## config.mk

```make
export PLATFORM = sky130hd
export DESIGN_NAME = riscv_tag_check_unit_flat
export DESIGN_NICKNAME = d
export VERILOG_FILES = /design/src/rtl/riscv_tag_check_if.sv /design/src/rtl/riscv_tag_check_unit.sv /design/src/flat_wrapper.sv
export SDC_FILE = /design/constraint.sdc
export NUM_CORES = 1
export LEC_CHECK = 0
export ABC_AREA = 1
export BUFFER_PORTS_ARGS = -buffer_cell sky130_fd_sc_hd__buf_2
export CAP_MARGIN = 20
export CORE_MARGIN = 2
export CORE_UTILIZATION = 57
export DETAILED_ROUTE_END_ITERATION = 16
export PLACE_DENSITY = 0.81
export SYNTH_ARGS = -nofsm -noshare
export SYNTH_HDL_FRONTEND = slang
export SYNTH_SLANG_ARGS = --single-unit
```

## constraint.sdc

```tcl
create_clock -name clk -period 4.5 [get_ports clk]
set_input_delay 0.225 -clock clk [delete_from_list [all_inputs] [get_ports clk]]
set_output_delay 0.225 -clock clk [all_outputs]
set_load 0.01 [all_outputs]
```

## src/rtl/riscv_tag_check_if.sv

```systemverilog
// CSR, propagation and check-point signals between the RI5CY core and the DIFT tag check unit.
// The core drives through master; the unit consumes through slave.
interface riscv_tag_check_if #(
  parameter int TAG_WIDTH   = 1,
  parameter int NUM_CLASSES = 7,
  parameter int NUM_CHECKS  = 22
);
  localparam int CLS_W = (NUM_CLASSES > 1) ? $clog2(NUM_CLASSES) : 1;

  logic                  csr_access_i;
  logic [1:0]            csr_op_i;
  logic [1:0]            csr_addr_i;
  logic [31:0]           csr_wdata_i;
  logic [31:0]           csr_rdata_o;
  logic [CLS_W-1:0]      prop_class_i;
  logic [TAG_WIDTH-1:0]  tag_a_i;
  logic [TAG_WIDTH-1:0]  tag_b_i;
  logic [TAG_WIDTH-1:0]  tag_old_i;
  logic [TAG_WIDTH-1:0]  tag_res_o;
  logic                  chk_valid_i;
  logic [NUM_CHECKS-1:0] chk_pts_i;
  logic [31:0]           chk_pc_i;
  logic                  exc_req_o;
  logic                  exc_ack_i;

  modport master (
    output csr_access_i, csr_op_i, csr_addr_i, csr_wdata_i, prop_class_i,
           tag_a_i, tag_b_i, tag_old_i, chk_valid_i, chk_pts_i, chk_pc_i, exc_ack_i,
    input  csr_rdata_o, tag_res_o, exc_req_o
  );

  modport slave (
    input  csr_access_i, csr_op_i, csr_addr_i, csr_wdata_i, prop_class_i,
           tag_a_i, tag_b_i, tag_old_i, chk_valid_i, chk_pts_i, chk_pc_i, exc_ack_i,
    output csr_rdata_o, tag_res_o, exc_req_o
  );
endinterface

```

## src/rtl/riscv_tag_check_unit.sv

```systemverilog
// DIFT policy/enforcement unit: programmable TPR/TCR, tag combiner, violation log FIFO,
// saturating violation counter and a held exception request toward the controller.
module riscv_tag_check_unit #(
  parameter int TAG_WIDTH   = 1,
  parameter int NUM_CLASSES = 7,
  parameter int NUM_CHECKS  = 22,
  parameter int LOG_DEPTH   = 4,
  parameter int CNT_WIDTH   = 12
) (
  input logic              clk,
  input logic              rst,
  riscv_tag_check_if.slave bus
);
  localparam int TPR_W = 2 * NUM_CLASSES;
  localparam int PW    = (LOG_DEPTH > 1) ? $clog2(LOG_DEPTH) : 1;
  localparam logic [CNT_WIDTH-1:0] CNT_MAX = '1;

  localparam logic [1:0] OP_WRITE = 2'b01, OP_SET = 2'b10, OP_CLEAR = 2'b11;
  localparam logic [1:0] A_TPR = 2'd0, A_TCR = 2'd1, A_STATUS = 2'd2, A_LOG = 2'd3;

  typedef enum logic {IDLE, PEND} state_e;
  typedef struct packed {
    logic [4:0]  idx;
    logic [31:0] pc;
  } log_entry_t;

  logic [TPR_W-1:0]      tpr_q;
  logic [NUM_CHECKS-1:0] tcr_q;
  log_entry_t            mem [LOG_DEPTH];
  logic [PW-1:0]         rd_ptr, wr_ptr;
  logic [4:0]            occ_q, occ_after;
  logic                  ovf_q;
  logic [CNT_WIDTH-1:0]  cnt_q;
  state_e                state_q, state_d;

  function automatic logic [31:0] csr_apply(input logic [1:0] op, input logic [31:0] old_v,
                                            input logic [31:0] wd);
    case (op)
      OP_WRITE: csr_apply = wd;
      OP_SET:   csr_apply = old_v | wd;
      OP_CLEAR: csr_apply = old_v & ~wd;
      default:  csr_apply = old_v;
    endcase
  endfunction

  function automatic logic [PW-1:0] ptr_inc(input logic [PW-1:0] p);
    ptr_inc = (p == PW'(LOG_DEPTH - 1)) ? '0 : p + 1'b1;
  endfunction

  logic [31:0] tpr_nxt, tcr_nxt;
  logic        tpr_we, tcr_we, stat_clr, log_pop, log_push, log_drop, viol;
  logic [NUM_CHECKS-1:0] hits;
  logic [4:0]  viol_idx;
  log_entry_t  head;

  assign tpr_nxt  = csr_apply(bus.csr_op_i, 32'(tpr_q), bus.csr_wdata_i);
  assign tcr_nxt  = csr_apply(bus.csr_op_i, 32'(tcr_q), bus.csr_wdata_i);
  assign tpr_we   = bus.csr_access_i && bus.csr_addr_i == A_TPR;
  assign tcr_we   = bus.csr_access_i && bus.csr_addr_i == A_TCR;
  assign stat_clr = bus.csr_access_i && bus.csr_addr_i == A_STATUS && bus.csr_op_i == OP_WRITE;

  // Class decode by match loop so an out-of-range class never aliases a TPR field.
  always_comb begin
    bus.tag_res_o = '0;
    for (int c = 0; c < NUM_CLASSES; c++) begin
      if (int'(bus.prop_class_i) == c) begin
        case (tpr_q[2*c +: 2])
          2'b00:   bus.tag_res_o = bus.tag_old_i;
          2'b01:   bus.tag_res_o = bus.tag_a_i & bus.tag_b_i;
          2'b10:   bus.tag_res_o = bus.tag_a_i | bus.tag_b_i;
          default: bus.tag_res_o = '0;
        endcase
      end
    end
  end

  assign hits = bus.chk_pts_i & tcr_q;
  assign viol = bus.chk_valid_i && |hits;

  // Descending scan so the lowest enabled check point ends up as the logged index.
  always_comb begin
    viol_idx = '0;
    for (int k = NUM_CHECKS - 1; k >= 0; k--)
      if (hits[k]) viol_idx = 5'(k);
  end

  // The pop is accounted first, so a full FIFO can still accept a same-cycle violation.
  assign log_pop   = bus.csr_access_i && bus.csr_addr_i == A_LOG && occ_q != '0;
  assign occ_after = occ_q - 5'(log_pop);
  assign log_push  = viol && occ_after != 5'(LOG_DEPTH);
  assign log_drop  = viol && !log_push;
  assign head      = mem[rd_ptr];

  always_ff @(posedge clk) begin
    if (rst) begin
      tpr_q   <= '0;
      tcr_q   <= '0;
      rd_ptr  <= '0;
      wr_ptr  <= '0;
      occ_q   <= '0;
      ovf_q   <= 1'b0;
      cnt_q   <= '0;
    end else begin
      if (tpr_we)   tpr_q  <= tpr_nxt[TPR_W-1:0];
      if (tcr_we)   tcr_q  <= tcr_nxt[NUM_CHECKS-1:0];
      if (log_pop)  rd_ptr <= ptr_inc(rd_ptr);
      if (log_push) wr_ptr <= ptr_inc(wr_ptr);
      occ_q <= occ_after + 5'(log_push);
      if (stat_clr)      ovf_q <= 1'b0;
      else if (log_drop) ovf_q <= 1'b1;
      if (stat_clr)                   cnt_q <= '0;
      else if (viol && cnt_q != CNT_MAX) cnt_q <= cnt_q + 1'b1;
    end
  end

  always_ff @(posedge clk) begin
    if (!rst && log_push) mem[wr_ptr] <= '{idx: viol_idx, pc: bus.chk_pc_i};
  end

  always_ff @(posedge clk) begin
    if (rst) state_q <= IDLE;
    else     state_q <= state_d;
  end

  always_comb begin
    state_d = state_q;
    case (state_q)
      IDLE:    if (viol) state_d = PEND;
      PEND:    if (bus.exc_ack_i && !viol) state_d = IDLE;
      default: state_d = IDLE;
    endcase
  end

  always_comb begin
    bus.exc_req_o = (state_q == PEND);
  end

  always_comb begin
    bus.csr_rdata_o = '0;
    case (bus.csr_addr_i)
      A_TPR: bus.csr_rdata_o = 32'(tpr_q);
      A_TCR: bus.csr_rdata_o = 32'(tcr_q);
      A_STATUS: begin
        bus.csr_rdata_o[4:0]   = (occ_q != '0) ? head.idx : 5'd0;
        bus.csr_rdata_o[12:8]  = occ_q;
        bus.csr_rdata_o[15]    = bus.exc_req_o;
        bus.csr_rdata_o[16]    = ovf_q;
        bus.csr_rdata_o[31:20] = 12'(cnt_q);
      end
      default: bus.csr_rdata_o = (occ_q != '0) ? head.pc : 32'd0;
    endcase
  end
endmodule

```

## src/flat_wrapper.sv

```systemverilog
// flat-port wrapper written by rule: the top's interface ports become plain ports
module riscv_tag_check_unit_flat 
#(
  parameter int TAG_WIDTH   = 1,
  parameter int NUM_CLASSES = 7,
  parameter int NUM_CHECKS  = 22,
  parameter int LOG_DEPTH   = 4,
  parameter int CNT_WIDTH   = 12
)
  (clk, rst, bus_csr_access_i, bus_csr_op_i, bus_csr_addr_i, bus_csr_wdata_i, bus_prop_class_i, bus_tag_a_i, bus_tag_b_i, bus_tag_old_i, bus_chk_valid_i, bus_chk_pts_i, bus_chk_pc_i, bus_exc_ack_i, bus_csr_rdata_o, bus_tag_res_o, bus_exc_req_o);
  riscv_tag_check_if #(.TAG_WIDTH(TAG_WIDTH), .NUM_CLASSES(NUM_CLASSES), .NUM_CHECKS(NUM_CHECKS)) bus_i ();
  input logic clk;
  input logic rst;
  input wire logic [$bits(bus_i.csr_access_i)-1:0] bus_csr_access_i;
  input wire logic [$bits(bus_i.csr_op_i)-1:0] bus_csr_op_i;
  input wire logic [$bits(bus_i.csr_addr_i)-1:0] bus_csr_addr_i;
  input wire logic [$bits(bus_i.csr_wdata_i)-1:0] bus_csr_wdata_i;
  input wire logic [$bits(bus_i.prop_class_i)-1:0] bus_prop_class_i;
  input wire logic [$bits(bus_i.tag_a_i)-1:0] bus_tag_a_i;
  input wire logic [$bits(bus_i.tag_b_i)-1:0] bus_tag_b_i;
  input wire logic [$bits(bus_i.tag_old_i)-1:0] bus_tag_old_i;
  input wire logic [$bits(bus_i.chk_valid_i)-1:0] bus_chk_valid_i;
  input wire logic [$bits(bus_i.chk_pts_i)-1:0] bus_chk_pts_i;
  input wire logic [$bits(bus_i.chk_pc_i)-1:0] bus_chk_pc_i;
  input wire logic [$bits(bus_i.exc_ack_i)-1:0] bus_exc_ack_i;
  output wire logic [$bits(bus_i.csr_rdata_o)-1:0] bus_csr_rdata_o;
  output wire logic [$bits(bus_i.tag_res_o)-1:0] bus_tag_res_o;
  output wire logic [$bits(bus_i.exc_req_o)-1:0] bus_exc_req_o;
  assign bus_i.csr_access_i = bus_csr_access_i;
  assign bus_i.csr_op_i = bus_csr_op_i;
  assign bus_i.csr_addr_i = bus_csr_addr_i;
  assign bus_i.csr_wdata_i = bus_csr_wdata_i;
  assign bus_i.prop_class_i = bus_prop_class_i;
  assign bus_i.tag_a_i = bus_tag_a_i;
  assign bus_i.tag_b_i = bus_tag_b_i;
  assign bus_i.tag_old_i = bus_tag_old_i;
  assign bus_i.chk_valid_i = bus_chk_valid_i;
  assign bus_i.chk_pts_i = bus_chk_pts_i;
  assign bus_i.chk_pc_i = bus_chk_pc_i;
  assign bus_i.exc_ack_i = bus_exc_ack_i;
  assign bus_csr_rdata_o = bus_i.csr_rdata_o;
  assign bus_tag_res_o = bus_i.tag_res_o;
  assign bus_exc_req_o = bus_i.exc_req_o;
  riscv_tag_check_unit #(.TAG_WIDTH(TAG_WIDTH), .NUM_CLASSES(NUM_CLASSES), .NUM_CHECKS(NUM_CHECKS), .LOG_DEPTH(LOG_DEPTH), .CNT_WIDTH(CNT_WIDTH)) u_core (.clk(clk), .rst(rst), .bus(bus_i));
endmodule
```

==> reports/results.tsv, run 1 <==
stage	metric	value	unit
synth	ys_seq_area_frac	0.615	
worst_setup_path	r2r_start	u_core.occ_q[2]	
hold_path	min_from	bus_csr_wdata_i[7]	
route	via_per_inst	5.72	
flow_run	maxCapViolations	0	
clock_tree	cts_tree	yes	
power_and_ir_drop	powerDensity	396	nW/µm²
worst_setup_path	r2r_end	u_core.mem[0][7]	
cells_and_area	nets	1218	
grt	grt_pass1_vias	7090	
clock_tree	clock_latency	510	ps
clock_tree	path_clk_slew	60	ps
route	drt-wirelength-per-cell	18.3	µm
grt	grt_first_pass_wirelength	38000	µm
cells_and_area	n_antenna_cell	0	
sta	rsz0062_at_grt	false	
worst_setup_path	cp.required	4690	ps
sta	hold_viol	0	
worst_setup_path	r2r_slack	1160	ps
route	drt_iter0_drc	1101	
run_status	outcome	complete, no violations	
synth	netlist_area	9210	µm²
power_and_ir_drop	vdd_drop_max	0.317	mV
sta	slew_viol_final	0	
worst_setup_path	critPathKind	reg -> reg	
grt	overflow	0	
floorplanning	rows	46	
route	vias	7660	
grt	grt_max_degree	75	
route	ant_nets	0	
hold_path	whs_path_depth	3	
cells_and_area	utilization	0.714	
worst_setup_path	worstPathCellList	nor2_1 -> nand4_1 -> nand3_1 -> inv_1 -> nand2_1 -> inv_1 -> ha_1 -> ha_1 -> or2_2 -> nand2_1 -> nor3_1 -> nand3_1 -> inv_1 -> nor2_1 -> nand2_1 -> nor2_4 -> buf_12	
floorplanning	dieHeight	131	µm
sta	fin_crit_sh	0.742	
route	drt_wl_total	24500	µm
grt	grt.busiest_layer	met2	
floorplanning	core-area	15800	µm²
sta	worst_pin_slew	935	ps
placement	gp_congestion	0.898	
clock_tree	clock-root-buffer	clkbuf_16	
grt	use_met2	0.445	
route	drcViolationCount	0	
sta	clock.fmax	299	MHz
grt	grt.met1_usage	0.389	
placement	numPortBuffers	124	
floorplanning	fp.dieArea	17200	µm²
clock_tree	h-tree-depth	1	
sta	slew_headroom	0.375	
hold_path	holdPathEnd	u_core.tcr_q[7]	
grt	antenna_found_initial	0	
floorplanning	initial_core_util	0.582	
floorplanning	ios	135	
hold_path	hold_class	in -> reg	
worst_setup_path	crit_slowest_cell	dfxtp_1	
worst_setup_path	cp-end-kind	flip-flop	
placement	dp_hpwl	15500	µm
sta	setup_viol	0	
cells_and_area	fin_cells	1340	
synth	ys_seq_elements	209	
worst_setup_path	r2r_cells	17	
sta	fin_crit	3340	ps
cells_and_area	mostFrequentLayoutCells	edfxtp_1, o21ai_0, nand2_1, buf_2, nor2_1	
worst_setup_path	cp_max_fo	31	
clock_tree	postCtsResizedCells	0	
synth	yosysWarnings	0	
sta	fin_tns_setup	0	ps
cells_and_area	area_growth	22.8	%
floorplanning	die_x	131	µm
grt	grt.total_usage	0.279	
power_and_ir_drop	p_leak	0.00440	µW
clock_tree	numCtsBuffers	23	
clock_tree	cts.sinks	209	
cells_and_area	final_common_cell	edfxtp_1	
worst_setup_path	slowest_delay	340	ps
route	dr.pass1.iters	5	
synth	yosys.cell_types.count	40	
synth	synth.net_count	1052	
synth	synth_area_per_cell	9.79	µm²
sta	fin_skew	14.2	ps
worst_setup_path	crit_arrival	3530	ps
grt	grt_use_met3	0.0401	
synth	syn_inst	941	
worst_setup_path	start_kind	flip-flop	
placement	place_inst	1250	
cells_and_area	drive_gt1_frac	0.183	
clock_tree	cts_buffer_depth	3	
-- worst max path at each step --
| stage | startpoint | endpoint | slack [ps] | cells past startpoint |
|---|---|---|---|---|
| global route | u_core.occ_q[2] | u_core.mem[0][7] | 850 | 17 |
| floorplan | u_core.occ_q[2] | u_core.mem[0][0] | 510 | 16 |
| finish | u_core.occ_q[2] | u_core.mem[0][7] | 1160 | 17 |
| CTS | u_core.occ_q[2] | u_core.mem[0][7] | 1170 | 17 |
| detailed placement | u_core.occ_q[2] | u_core.mem[0][23] | 1210 | 17 |
| global placement | u_core.occ_q[2] | u_core.mem[0][26] | 1260 | 17 |
-- metal layers --
layer  wire length [µm]  part of all wire
met1              10100              0.41
met5                  0                 0
met3               2060             0.084
met4                988             0.040
met2              11300              0.46
-- registers in the layout, indices dropped and copies added (netlist names), named ones only --
register              cells
u_core.mem              148
u_core.cnt_q             12
u_core.tpr_q             14
u_core.tcr_q             22
u_core.ovf_q              1
u_core.wr_ptr             2
u_core.rd_ptr             2
u_core.bus.exc_req_o      1
u_core.occ_q              5
-- where the power goes --
part	switching (µW)	internal, µW
registers	22.3	2110
clock network	727	1090
logic	338	185
total	1090	3390
-- final cells by class --
class                           instances  area (µm²)
Fill cell                            1137        4520
Clock buffer                           35         638
Tap cell                              216         270
Multi-Input combinational cell        621        3150
Inverter                               68         262
Timing Repair Buffer                  184        1230
Sequential cell                       209        5670
Clock inverter                          7        90.1
-- through the flow --
step	total power, µW	area (µm²)	worst slack (ps)	hold WS (ps)
3_5_place_dp	2640	10100	1210	444
5_1_grt	4640	11300	847	24.7
6_report	4480	11300	1160	16.0
2_1_floorplan	2440	9210	510	324
4_1_cts	4470	11300	1170	0.122
3_3_place_gp	2630	10100	1260	438
-- cell usage after synthesis (all sizes together) --
cell type	n	area [µm²]
o311ai	2	17.5
a2111oi	1	8.76
nand4	5	37.5
nand3	40	200
a22oi	7	52.6
a21boi	1	7.51
inv	67	256
nand2	148	611
edfxtp	148	4440
o211a	1	10.0
a221oi	1	8.76
o21bai	1	7.51
xor2	1	8.76
a31oi	6	37.5
o2111ai	7	61.3
o211ai	4	30.0
a211oi	3	22.5
clkbuf	43	161
nor2	127	497
o21ai	139	696
a21oi	56	284
o41ai	1	8.76
or2	2	12.5
nor3b	2	15.0
ha	10	125
dfxtp	61	1220
nor3	14	86.3
a22o	5	43.8
clkinv	1	5.00
o22ai	37	231
-- logic make-up (layout without fill, tap and decap cells) --
group,count (synthesis),in the layout,share of synthesized area
buffers and inverters,111,294,0.0459
DFF,209,209,0.615
and+or+nand+nor,338,338,0.158
xor gates and xnor gates,1,1,0.000951
AOI/OAI and AO/OA,272,272,0.166
adders and majority gates,10,10,0.0136
-- critical path: cells and delay by family (launching register included) --
family                   cells  cell delay [ps]
AND/OR/NAND/NOR             11             1770
flip-flops                   1              340
buffers and inverters        4              460
adder cells (fa/ha/maj)      2              450
-- timing repair --
item / 4_1_cts / 5_1_grt
hold buffers: 46 / 0
setup buffers: 0 / 0
endpoints found under the hold margin: 143 / 0
Note: power is estimated with default switching activity, not from simulation.
==> inputs of run 2 (changes only) <==
--- a/config.mk
+++ b/config.mk
@@ -9,9 +9,9 @@
 export BUFFER_PORTS_ARGS = -buffer_cell sky130_fd_sc_hd__buf_2
 export CAP_MARGIN = 20
 export CORE_MARGIN = 2
-export CORE_UTILIZATION = 57
+export CORE_UTILIZATION = 52
 export DETAILED_ROUTE_END_ITERATION = 16
-export PLACE_DENSITY = 0.81
+export PLACE_DENSITY = 0.78
 export SYNTH_ARGS = -nofsm -noshare
 export SYNTH_HDL_FRONTEND = slang
 export SYNTH_SLANG_ARGS = --single-unit
==> constraint.sdc (replaced) <==
create_clock -name clk -period 2.8 [get_ports clk]
set_input_delay 0.14 -clock clk [delete_from_list [all_inputs] [get_ports clk]]
set_output_delay 0.14 -clock clk [all_outputs]
set_load 0.01 [all_outputs]
==> reports/results.tsv, run 2 (synthesis results as in run 1) <==
stage	metric	value	unit
cells_and_area	fill_cells	1320	
floorplanning	ios	135	
floorplanning	initial_core_util	0.532	
run_status	outcome	complete, no violations	
placement	dp_hpwl	16200	µm
hold_path	hold_class	in -> reg	
sta	slew_viol_final	0	
floorplanning	core-area	17300	µm²
power_and_ir_drop	p_leak	0.00452	µW
power_and_ir_drop	switchingPower	1760	µW
route	dr.pass1.iters	7	
sta	fin_crit_sh	0.961	
worst_setup_path	critPathKind	reg -> reg	
floorplanning	fp.dieArea	18800	µm²
cells_and_area	seq_area	5670	µm²
power_and_ir_drop	pwr-share-comb	0.124	
clock_tree	cts_buffer_depth	3	
cells_and_area	nets	1240	
placement	gp_congestion	0.971	
power_and_ir_drop	internal-power	5510	µW
clock_tree	cts.sinks	209	
cells_and_area	multiInputGateArea	3220	µm²
worst_setup_path	start_kind	flip-flop	
route	drcViolationCount	0	
cells_and_area	drive_gt1_frac	0.211	
sta	slew_headroom	0.385	
sta	fin_skew	16.8	ps
route	vias	7866	
hold_path	holdPathEnd	u_core.bus.exc_req_o	
clock_tree	clock_latency	510	ps
worst_setup_path	r2r_end	u_core.mem[0][1]	
grt	grt_pass1_vias	7069	
worst_setup_path	crit_arrival	2910	ps
hold_path	whs_path_depth	3	
grt	grt_max_degree	75	
power_and_ir_drop	pwr-share-clk	0.404	
grt	grt_first_pass_wirelength	36600	µm
route	ant_nets	0	
worst_setup_path	r2r_slack	110	ps
worst_setup_path	r2r_cells	17	
grt	grt.total_usage	0.255	
worst_setup_path	r2r_start	u_core.occ_q[2]	
worst_setup_path	cp.required	3020	ps
power_and_ir_drop	power.total	7270	µW
power_and_ir_drop	powerDensity	623	nW/µm²
power_and_ir_drop	seq_power_share	0.472	
cells_and_area	n_antenna_cell	0	
floorplanning	die_x	137	µm
worst_setup_path	cp-end-kind	flip-flop	
floorplanning	dieHeight	137	µm
cells_and_area	area_growth	26.7	%
clock_tree	cts_tree	yes	
flow_run	maxCapViolations	0	
route	via_per_inst	5.74	
power_and_ir_drop	p_sw_frac	0.242	
cells_and_area	final_common_cell	edfxtp_1	
route	drt-wirelength-per-cell	17.8	µm
sta	hold_viol	0	
sta	fin_crit	2690	ps
floorplanning	rows	48	
route	drt_iter0_drc	855	
worst_setup_path	cp_max_fo	6	
hold_path	min_from	bus_chk_valid_i	
cells_and_area	largest_reg_flops	148	
grt	antenna_found_initial	0	
sta	fin_tns_setup	0	ps
power_and_ir_drop	vdd_drop_max	0.508	mV
cells_and_area	max_flop_register	u_core.mem	
placement	numPortBuffers	124	
cells_and_area	top_regs	u_core.mem (148), u_core.tcr_q (22), u_core.tpr_q (14)	
sta	worst_pin_slew	921	ps
clock_tree	numCtsBuffers	22	
sta	setup_viol	0	
clock_tree	path_clk_slew	60	ps
cells_and_area	mostFrequentLayoutCells	edfxtp_1, o21ai_0, nand2_1, buf_2, nor2_1	
clock_tree	clock-root-buffer	clkbuf_16	
sta	clock.fmax	372	MHz
route	drt_wl_total	24300	µm
clock_tree	h-tree-depth	1	
grt	overflow	0	
==> run 2: cell count changes in the layout (fill, tap and decap cells not counted), moves of 3 or more <==
cell           before  now
dlygate4sd3_1      46   55
inv_2               2    8
nand2_2            10   13
clkbuf_1            9    3
buf_4              11   19
inv_1              63   57
ha_1               10    7
nand2_1           134  130
dfxtp_1            60   57
buf_12              2    7
==> run 2: metal layers <==
metal | vias to the layer above | part of all wire | global-route usage
met2 | 423 | 0.47 | 0.407
met3 | 64 | 0.089 | 0.0359
met1 | 3667 | 0.41 | 0.360
met4 | 0 | 0.031 | 0.0842
li1 | 3712 | - | -
met5 | - | 0 | 0
==> run 2: power by group through the flow <==
stage	Combinational, µW	Sequential [µW]	Clock (µW)
floorplan	465	3480	0
finish	901	3430	2940
detailed placement	789	3490	0
CTS	857	3420	2980
global placement	774	3490	0
global route	982	3430	3110
==> run 2: what timing repair did <==
| action | 4_1_cts | 5_1_grt |
|---|---|---|
| endpoints found under the setup margin | 0 | 149 |
| hold endpoints to repair | 165 | 0 |
| gates resized for setup | 0 | 12 |
| hold buffers | 55 | 0 |
| buffers inserted | 0 | 5 |
==> run 2: worst max path at each step <==
stage                     slack (ps)                 to  cells after the start            start
after global placement           190  u_core.mem[0][25]                     17  u_core.occ_q[2]
after floorplan                   -6   u_core.mem[0][0]                     16  u_core.occ_q[3]
final                            110   u_core.mem[0][1]                     17  u_core.occ_q[2]
after detailed placement         150  u_core.mem[0][24]                     17  u_core.occ_q[2]
after global routing              -7    u_core.occ_q[4]                     20  u_core.occ_q[2]
after CTS                         50  u_core.mem[0][17]                     17  u_core.occ_q[2]
==> run 2: layout make-up <==
cell class,count,area share
Inverter,68,0.0224
Timing Repair Buffer,207,0.128
Tap cell,225,0.0241
Sequential cell,209,0.486
Clock inverter,14,0.0132
Multi-Input combinational cell,621,0.276
Clock buffer,26,0.0503
==> run 2: stage by stage <==
step | cells | worst slack (ps) | instance area (µm²) | hold slack, ps | util
final | 1370 | 110 | 11700 | 13.9 | 0.675
after global routing | 1370 | -6.68 | 11700 | 25.5 | 0.675
after CTS | 1363 | 47.7 | 11600 | 5.60 | 0.669
after detailed placement | 1268 | 154 | 10300 | 360 | 0.594
after global placement | 1268 | 195 | 10300 | 356 | 0.594
after floorplan | 941 | -6.46 | 9290 | 239 | -
==> run 2: worst max-delay path, cell delays in order (launching register included) <==
cell	delay (ps)
dfxtp_4	360
nor2_4	120
nand4_1	110
nand3_1	100
inv_2	50
nand2_2	70
inv_2	50
ha_4	160
ha_4	160
or2_4	220
nand2_2	80
nor3_1	60
nand3_1	110
inv_2	60
nor2_4	130
nand2_4	110
nor2_4	250
clkbuf_16	210
